$ cat config.mk
export PLATFORM = sky130hd
export DESIGN_NAME = apple2_fdd_track_cache
export DESIGN_NICKNAME = d
export VERILOG_FILES = /design/src/rtl/apple2_fdd_track_cache.sv
export SDC_FILE = /design/constraint.sdc
export NUM_CORES = 1
export LEC_CHECK = 0
export ABC_AREA = 1
export BUFFER_PORTS_ARGS = -buffer_cell sky130_fd_sc_hd__buf_2
export CELL_PAD_IN_SITES_DETAIL_PLACEMENT = 0
export CELL_PAD_IN_SITES_GLOBAL_PLACEMENT = 1
export CORE_MARGIN = 10
export CORE_UTILIZATION = 30
export DETAILED_ROUTE_END_ITERATION = 8
export PLACE_DENSITY = 0.66
export SLEW_MARGIN = 20
export SYNTH_ARGS = -nofsm -noshare
export SYNTH_HDL_FRONTEND = slang
export SYNTH_SLANG_ARGS = --single-unit
$ cat constraint.sdc
create_clock -name clk_sys -period 4 [get_ports clk_sys]
set_clock_uncertainty 0.1 [all_clocks]
set_input_delay 0.2 -clock clk_sys [delete_from_list [all_inputs] [get_ports clk_sys]]
set_output_delay 0.2 -clock clk_sys [all_outputs]
set_load 0.01 [all_outputs]
$ cat src/rtl/apple2_fdd_track_cache.sv
// Apple II floppy track cache: writes a dirtied 13-sector track back to the disk image and
// loads the newly selected track through the hps_io sector handshake, stalling the CPU meanwhile.
module apple2_fdd_track_cache #(
  parameter int SECS    = 13,
  parameter int TRACK_W = 6
) (
  input  logic               clk_sys,
  input  logic               reset,
  input  logic [TRACK_W-1:0] track,
  input  logic               track_dirty,
  input  logic               img_mounted,
  input  logic               img_present,
  input  logic               img_readonly,
  input  logic               sd_ack,
  output logic               sd_rd,
  output logic               sd_wr,
  output logic [31:0]        sd_lba,
  output logic [3:0]         track_sec,
  output logic               cpu_wait,
  output logic               dirty
);

  typedef enum logic [2:0] {
    IDLE       = 3'd0,
    FLUSH_REQ  = 3'd1,
    FLUSH_XFER = 3'd2,
    LOAD_REQ   = 3'd3,
    LOAD_XFER  = 3'd4
  } state_t;

  localparam logic [3:0] LAST_SEC = 4'(SECS - 1);

  function automatic logic [31:0] sector_lba(input logic [TRACK_W-1:0] trk, input logic [3:0] sec);
    return 32'(SECS) * 32'(trk) + 32'(sec);
  endfunction

  state_t             state_r;
  logic [TRACK_W-1:0] cur_r;
  logic               loaded_r;
  logic               mount_pend_r;
  logic               ro_r;
  logic               ack_d_r;

  logic               ack_rise_s;
  logic               ack_fall_s;
  logic               dirty_next_s;
  logic               need_load_s;
  logic               do_flush_s;
  logic               in_flush_s;

  // Handshake edge detection and IDLE-state decisions
  always_comb begin
    ack_rise_s   = sd_ack & ~ack_d_r;
    ack_fall_s   = ~sd_ack & ack_d_r;
    // A CPU write arriving in the same cycle as a track change still forces the flush.
    dirty_next_s = dirty | (track_dirty & ~ro_r & loaded_r);
    need_load_s  = img_present & (mount_pend_r | ~loaded_r | (track != cur_r));
    do_flush_s   = dirty_next_s & ~ro_r & loaded_r & ~mount_pend_r;
    in_flush_s   = (state_r == FLUSH_XFER);
  end

  // Track cache sequencer with registered handshake and status outputs
  always_ff @(posedge clk_sys or posedge reset) begin
    if (reset) begin
      state_r      <= IDLE;
      sd_rd        <= 1'b0;
      sd_wr        <= 1'b0;
      sd_lba       <= 32'd0;
      track_sec    <= 4'd0;
      cpu_wait     <= 1'b0;
      dirty        <= 1'b0;
      loaded_r     <= 1'b0;
      mount_pend_r <= 1'b0;
      ro_r         <= 1'b1;
      cur_r        <= '0;
      ack_d_r      <= 1'b0;
    end else begin
      ack_d_r <= sd_ack;

      // A new image invalidates the buffer contents regardless of what is in flight.
      if (img_mounted) begin
        mount_pend_r <= 1'b1;
        ro_r         <= img_readonly;
        dirty        <= 1'b0;
      end

      case (state_r)
        IDLE: begin
          if (!img_mounted) begin
            if (!img_present) begin
              mount_pend_r <= 1'b0;
              loaded_r     <= 1'b0;
            end else if (need_load_s) begin
              track_sec <= 4'd0;
              cpu_wait  <= 1'b1;
              if (do_flush_s) begin
                dirty   <= 1'b1;
                state_r <= FLUSH_REQ;
              end else begin
                dirty        <= 1'b0;
                cur_r        <= track;
                mount_pend_r <= 1'b0;
                state_r      <= LOAD_REQ;
              end
            end else begin
              dirty <= dirty_next_s;
            end
          end
        end

        FLUSH_REQ: begin
          sd_lba  <= sector_lba(cur_r, track_sec);
          sd_wr   <= 1'b1;
          state_r <= FLUSH_XFER;
        end

        LOAD_REQ: begin
          sd_lba  <= sector_lba(cur_r, track_sec);
          sd_rd   <= 1'b1;
          state_r <= LOAD_XFER;
        end

        FLUSH_XFER, LOAD_XFER: begin
          if (ack_rise_s) begin
            sd_rd <= 1'b0;
            sd_wr <= 1'b0;
          end else if (ack_fall_s) begin
            if (track_sec != LAST_SEC) begin
              track_sec <= track_sec + 4'd1;
              state_r   <= in_flush_s ? FLUSH_REQ : LOAD_REQ;
            end else if (in_flush_s) begin
              // Old track is safely written back; fetch whatever track is selected now.
              dirty     <= 1'b0;
              cur_r     <= track;
              track_sec <= 4'd0;
              state_r   <= LOAD_REQ;
            end else begin
              loaded_r  <= 1'b1;
              track_sec <= 4'd0;
              cpu_wait  <= 1'b0;
              state_r   <= IDLE;
            end
          end
        end

        default: begin
          sd_rd    <= 1'b0;
          sd_wr    <= 1'b0;
          cpu_wait <= 1'b0;
          state_r  <= IDLE;
        end
      endcase
    end
  end

endmodule
Word-level counts from Yosys, hierarchy flattened
Cells that the tools add are included.

word-level totals
  flip-flop bits (word level) = 53
  output and inout bits = 40
  logic and storage cells = 124
  bits of input ports = 13

cells by class
  eq/ne operators = 17
  bitwise operators = 19
  multiply operators = 1
  add/sub/neg operators = 2
  mux-type cells = 60
  reductions and logical operators = 13

operator list
  operator                number
  $mux W6                 8
  $mux W1                 29
  $mux W4                 6
  $ne A2 B2 Y1 const B    11
  $mux W3                 5
  $pmux W3 S4             1
  $pmux W6 S2             1
  $add A10 B4 Y11         1
  $mul A4 B6 Y10 const A  1
  $pmux W1 S3             3
  $reduce_and A9 Y1       1
  $and A1 B1 Y1           8
  $mux W2                 4
  $not A1 Y1              8
  $pmux W4 S2             1
  $reduce_and A8 Y1       1
  $reduce_or A2 Y1        4
  $reduce_and A7 Y1       1
  $eq A3 B2 Y1 const B    2
  $ne A6 B6 Y1            1
  $reduce_and A6 Y1       1
  $reduce_and A5 Y1       1
  $add A4 B1 Y4 const B   1
  $ne A4 B4 Y1 const B    1
  other kinds (7)         11

Depth between registers and ports, before layout
  depth in word-level cells = 12
  gate-level depth with buffers = 13
  gate-level depth less buffers = 13

Worst setup path after synthesis
OpenSTA, ideal clock, no wires.

  path kind = register -> register
  start = register cur_r[1]
  end = register sd_lba[7]
  data required time = 3.818 ns
  path slack = 1.372 ns
  data arrival time = 2.446 ns
  period minus slack after synthesis = 2.628 ns
  path buffers = 0
  stages on the path, launching flop included = 10
  library setup time = 0.082 ns
  cells stage by stage = dfrtp_1 > ha_1 > fa_1 > ha_1 > ha_1 > nand3_1 > nand2_1 > a21oi_1 > or2_2 > a31oi_1

on the way
  word-level cells in the longest chain between the ends = 2

ends and longest elaborated chain
  element                 RTL line  RTL
  start, declared         38        logic [TRACK_W-1:0] cur_r;
  start signal, assigned  101       cur_r <= track;
  start signal, assigned  134       cur_r <= track;
  $mul A4 B6 Y10          34        return 32'(SECS) * 32'(trk) + 32'(sec);
  $add A10 B4 Y11         34
  end signal, assigned    112       sd_lba <= sector_lba(cur_r, track_sec);
  end signal, assigned    118       sd_lba <= sector_lba(cur_r, track_sec);
  end, declared           17        output logic [31:0] sd_lba,

No other way between the ends.
A chain may end at the register's enable or synchronous reset.

Worst setup path after layout
  start = register cur_r[2]
  end = register sd_lba[9]

Same word-level chain as after synthesis.

==> flow_metrics.env <==
export IMPL_status="finished clean"
export IMPL_cp_cell_sequence="ha_1 -> fa_1 -> ha_1 -> ha_1 -> a21oi_1 -> nand2_1 -> nand4_1 -> nand3_1 -> xnor2_1 -> o21ai_0"
export IMPL_start_util_pct=30.76
export IMPL_start_kind="flip-flop"
export IMPL_finish_utilization_pct=34.59
export IMPL_synthTopCellsByArea="dfrtp_1, ha_1, nand2_1, buf_4, inv_1"
export IMPL_setup_viol=0
export IMPL_cts_tree="yes"
export IMPL_fin_nets=402
export IMPL_grt_pass1_vias=2149
export IMPL_grt_antenna_before_repair=0
export IMPL_n_antenna_cell=0
export IMPL_clk_pin_slew_ns=0.07
export IMPL_yosysTopAreaCell="dfrtp_1"
export IMPL_grt_max_degree=33
export IMPL_max_slew_margin_pct=64.69
export IMPL_syn_to_final_growth_pct=12.44
export IMPL_timing_hold_violations_final=0
export IMPL_final_common_cell="nand2_1"
export IMPL_tightest_slew_ns=0.5296
export IMPL_cts_made_buffers=5
export IMPL_whs_ns=0.01164
export IMPL_die_x_um=111.6
export IMPL_min_to="ro_r$_DFFE_PP1P_"
export IMPL_synth_ff_type="dfrtp_1"
export IMPL_reg2reg_slack_ns=1.15
export IMPL_hold_path_class="in -> reg"
export IMPL_layout_drive_gt1_share_pct=17.13
export IMPL_ant_nets=0
export IMPL_reg2reg_from="cur_r[2]$_DFFE_PP0P_"
export IMPL_path_max_fanout=5
export IMPL_cts_htree_levels=2
export IMPL_min_path_cells=3
export IMPL_routed_wl_um=5797
export IMPL_gp_congestion=0.7731
export IMPL_cp_top_family="adder cells"
export IMPL_final_cell_mix="nand2_1, inv_1, dfrtp_1, buf_2, ha_1"
export IMPL_r2r_end="sd_lba[9]$_DFFE_PP0P_"
export IMPL_clockBufferDepth=2
export IMPL_post_dp_hpwl_um=4667
export IMPL_cp_required_ns=4.11
export IMPL_fin_crit_sh_pct=71.29
export IMPL_synth_edf_count=0
export IMPL_grt_pass1_wl_um=9998
export IMPL_core_area_um2=8175
export IMPL_finalCriticalPeriod_ns=2.851
export IMPL_internal_power_mw=1.208
export IMPL_post_cts_buffers=0
export IMPL_io_buffer_count=31
export IMPL_yosysWarnings=0
export IMPL_worstSetupEndpointType="flip-flop"
export IMPL_vias=2032
export IMPL_pwr_share_comb_pct=65.1
export IMPL_slowest_delay_ns=0.47
export IMPL_p_sw_mw=1.253
export IMPL_p_sw_share_pct=50.90
export IMPL_seqPwrFrac_pct=23.9
export IMPL_drc_errors=0
export IMPL_arrival_ns=2.96
export IMPL_power_frac_clock_pct=11.1
export IMPL_grt_overflow=0
export IMPL_die_area_um2=12450
export IMPL_avgRoutedWirePerCell_um=12.57
export IMPL_insertion_delay_ns=0.29
export IMPL_worstRegToRegCells=10
export IMPL_netlist_area_um2=2515
export IMPL_drtIter0Drc=107
export IMPL_p_per_area_nw_per_um2=870.4
export IMPL_ys_seq_area_share_pct=31.89
export IMPL_yosys_area_top_type_share_pct=30.85
export IMPL_cts_root_buf="clkbuf_8"
export IMPL_max_vdd_ir_drop_mv=0.3341
export IMPL_synth_seq_cells=32
export IMPL_slowest_stage="fa_1"
export IMPL_io_pins=53
export IMPL_yosysUniqueCellTypes=34
export IMPL_rsz0062_at_grt="no"
export IMPL_syn_area_per_cell_um2=7.933
export IMPL_slew_violations=0
export IMPL_cp_common_cell="ha_1"
export IMPL_setup_tns_ns=0
export IMPL_syn_inst=317
export IMPL_dr_pass1_iters=4
export IMPL_setup_worst_path_class="reg -> reg"
export IMPL_fmax_ghz=0.3507
export IMPL_via_per_inst=4.408
export IMPL_hold_start="img_readonly"
export IMPL_std_cell_rows=33
export IMPL_grt_usage_pct=9.530
export IMPL_cp_num_buf_inv=0
export IMPL_max_cap_viol_count=0
export IMPL_leakage_nw=1.589
export IMPL_cts_sinks=32
export IMPL_die_h_um=111.6
export IMPL_synthArstFlopShare_pct=100.0
## final cells by class
cell class                 instances  area [µm²]
timing repair buffer              35       190.2
clock inverter                     2       10.01
inverter                          42       157.7
sequential                        32       802.0
tap                              105       131.4
fill                             919        5348
multi-input combinational        239        1454
clock buffer                       6       82.58
## power groups by stage
stage	sequential (mW)	combinational (mW)	clock, mW
after floorplan	0.606	1.22	0
after global routing	0.616	1.88	0.298
after detailed placement	0.599	1.62	0
after global placement	0.594	1.62	0
final	0.588	1.60	0.272
after CTS	0.593	1.64	0.285
## layer usage
metal  part of all wire [%]  routed length, µm  track usage, %  vias up
li1                       -                  -               -     1060
met1                     43               2470           10.57      931
met2                     52               2987           16.84       34
met3                    4.6                264           2.899        7
met4                    1.3                 74           3.342        0
met5                      0                  0               0        -
## stage by stage
step,worst slack (ns),power [mW],area [µm²],std cells
detailed placement,1.163,2.221,2715,451
global placement,1.264,2.213,2715,451
finish,1.149,2.461,2828,461
floorplan,1.372,1.830,2590,337
CTS,1.109,2.518,2828,461
global route,0.9501,2.798,2828,461
## repair_timing
action | in CTS | in global routing
hold buffers | 2 | 0
setup endpoints to repair | 0 | 0
endpoints found under the hold margin | 32 | 0
gates resized for setup | 0 | 0
## cell families (layout without fill, tap and decap cells)
logic type	count (synthesis)	after routing	synth area share (%)
compound gates	35	35	8.359
xor+xnor	5	5	1.742
fa+ha+maj	34	34	18.11
buf+inv	66	85	13.28
flops	32	32	31.89
other cells	1	21	0.1491
simple gates	144	144	26.47
## Yosys cell counts (3+ instances only)
| cell type | n |
|---|---|
| fa_1 | 4 |
| a21oi_1 | 8 |
| ha_1 | 30 |
| dfrtp_1 | 31 |
| inv_1 | 37 |
| buf_4 | 21 |
| nand3_1 | 17 |
| o21ai_0 | 17 |
| xnor2_1 | 3 |
| nand4_1 | 9 |
| inv_2 | 5 |
| nor2_1 | 18 |
| a31oi_1 | 3 |
| nor2_2 | 4 |
| nand2_1 | 85 |
## worst register-to-register path, delay by kind of cell (launching register included)
kind,cells,cell delay (ns)
compound gates,2,0.31
xor+xnor,1,0.13
fa+ha+maj,4,1.47
flops,1,0.45
simple gates,3,0.31
## flip-flops by register name (all words and copies together) (netlist names)
| register | flops |
|---|---|
| sd_rd | 1 |
| state_r | 3 |
| ro_r | 1 |
| sd_lba | 11 |
| sd_wr | 1 |
| loaded_r | 1 |
| ack_d_r | 1 |
| mount_pend_r | 1 |
| track_sec | 4 |
| cur_r | 6 |
| dirty | 1 |
| cpu_wait | 1 |
## worst max-delay path by stage
stage / to / depth (start not counted) / start
after global routing: sd_lba[9]$_DFFE_PP0P_ / 10 / cur_r[1]$_DFFE_PP0P_
after floorplan: sd_lba[7]$_DFFE_PP0P_ / 9 / cur_r[1]$_DFFE_PP0P_
after global placement: sd_lba[9]$_DFFE_PP0P_ / 10 / cur_r[2]$_DFFE_PP0P_
final: sd_lba[9]$_DFFE_PP0P_ / 10 / cur_r[2]$_DFFE_PP0P_
after CTS: sd_lba[9]$_DFFE_PP0P_ / 10 / cur_r[2]$_DFFE_PP0P_
after detailed placement: sd_lba[9]$_DFFE_PP0P_ / 10 / cur_r[2]$_DFFE_PP0P_
Note: power is estimated with default switching activity, not from simulation.
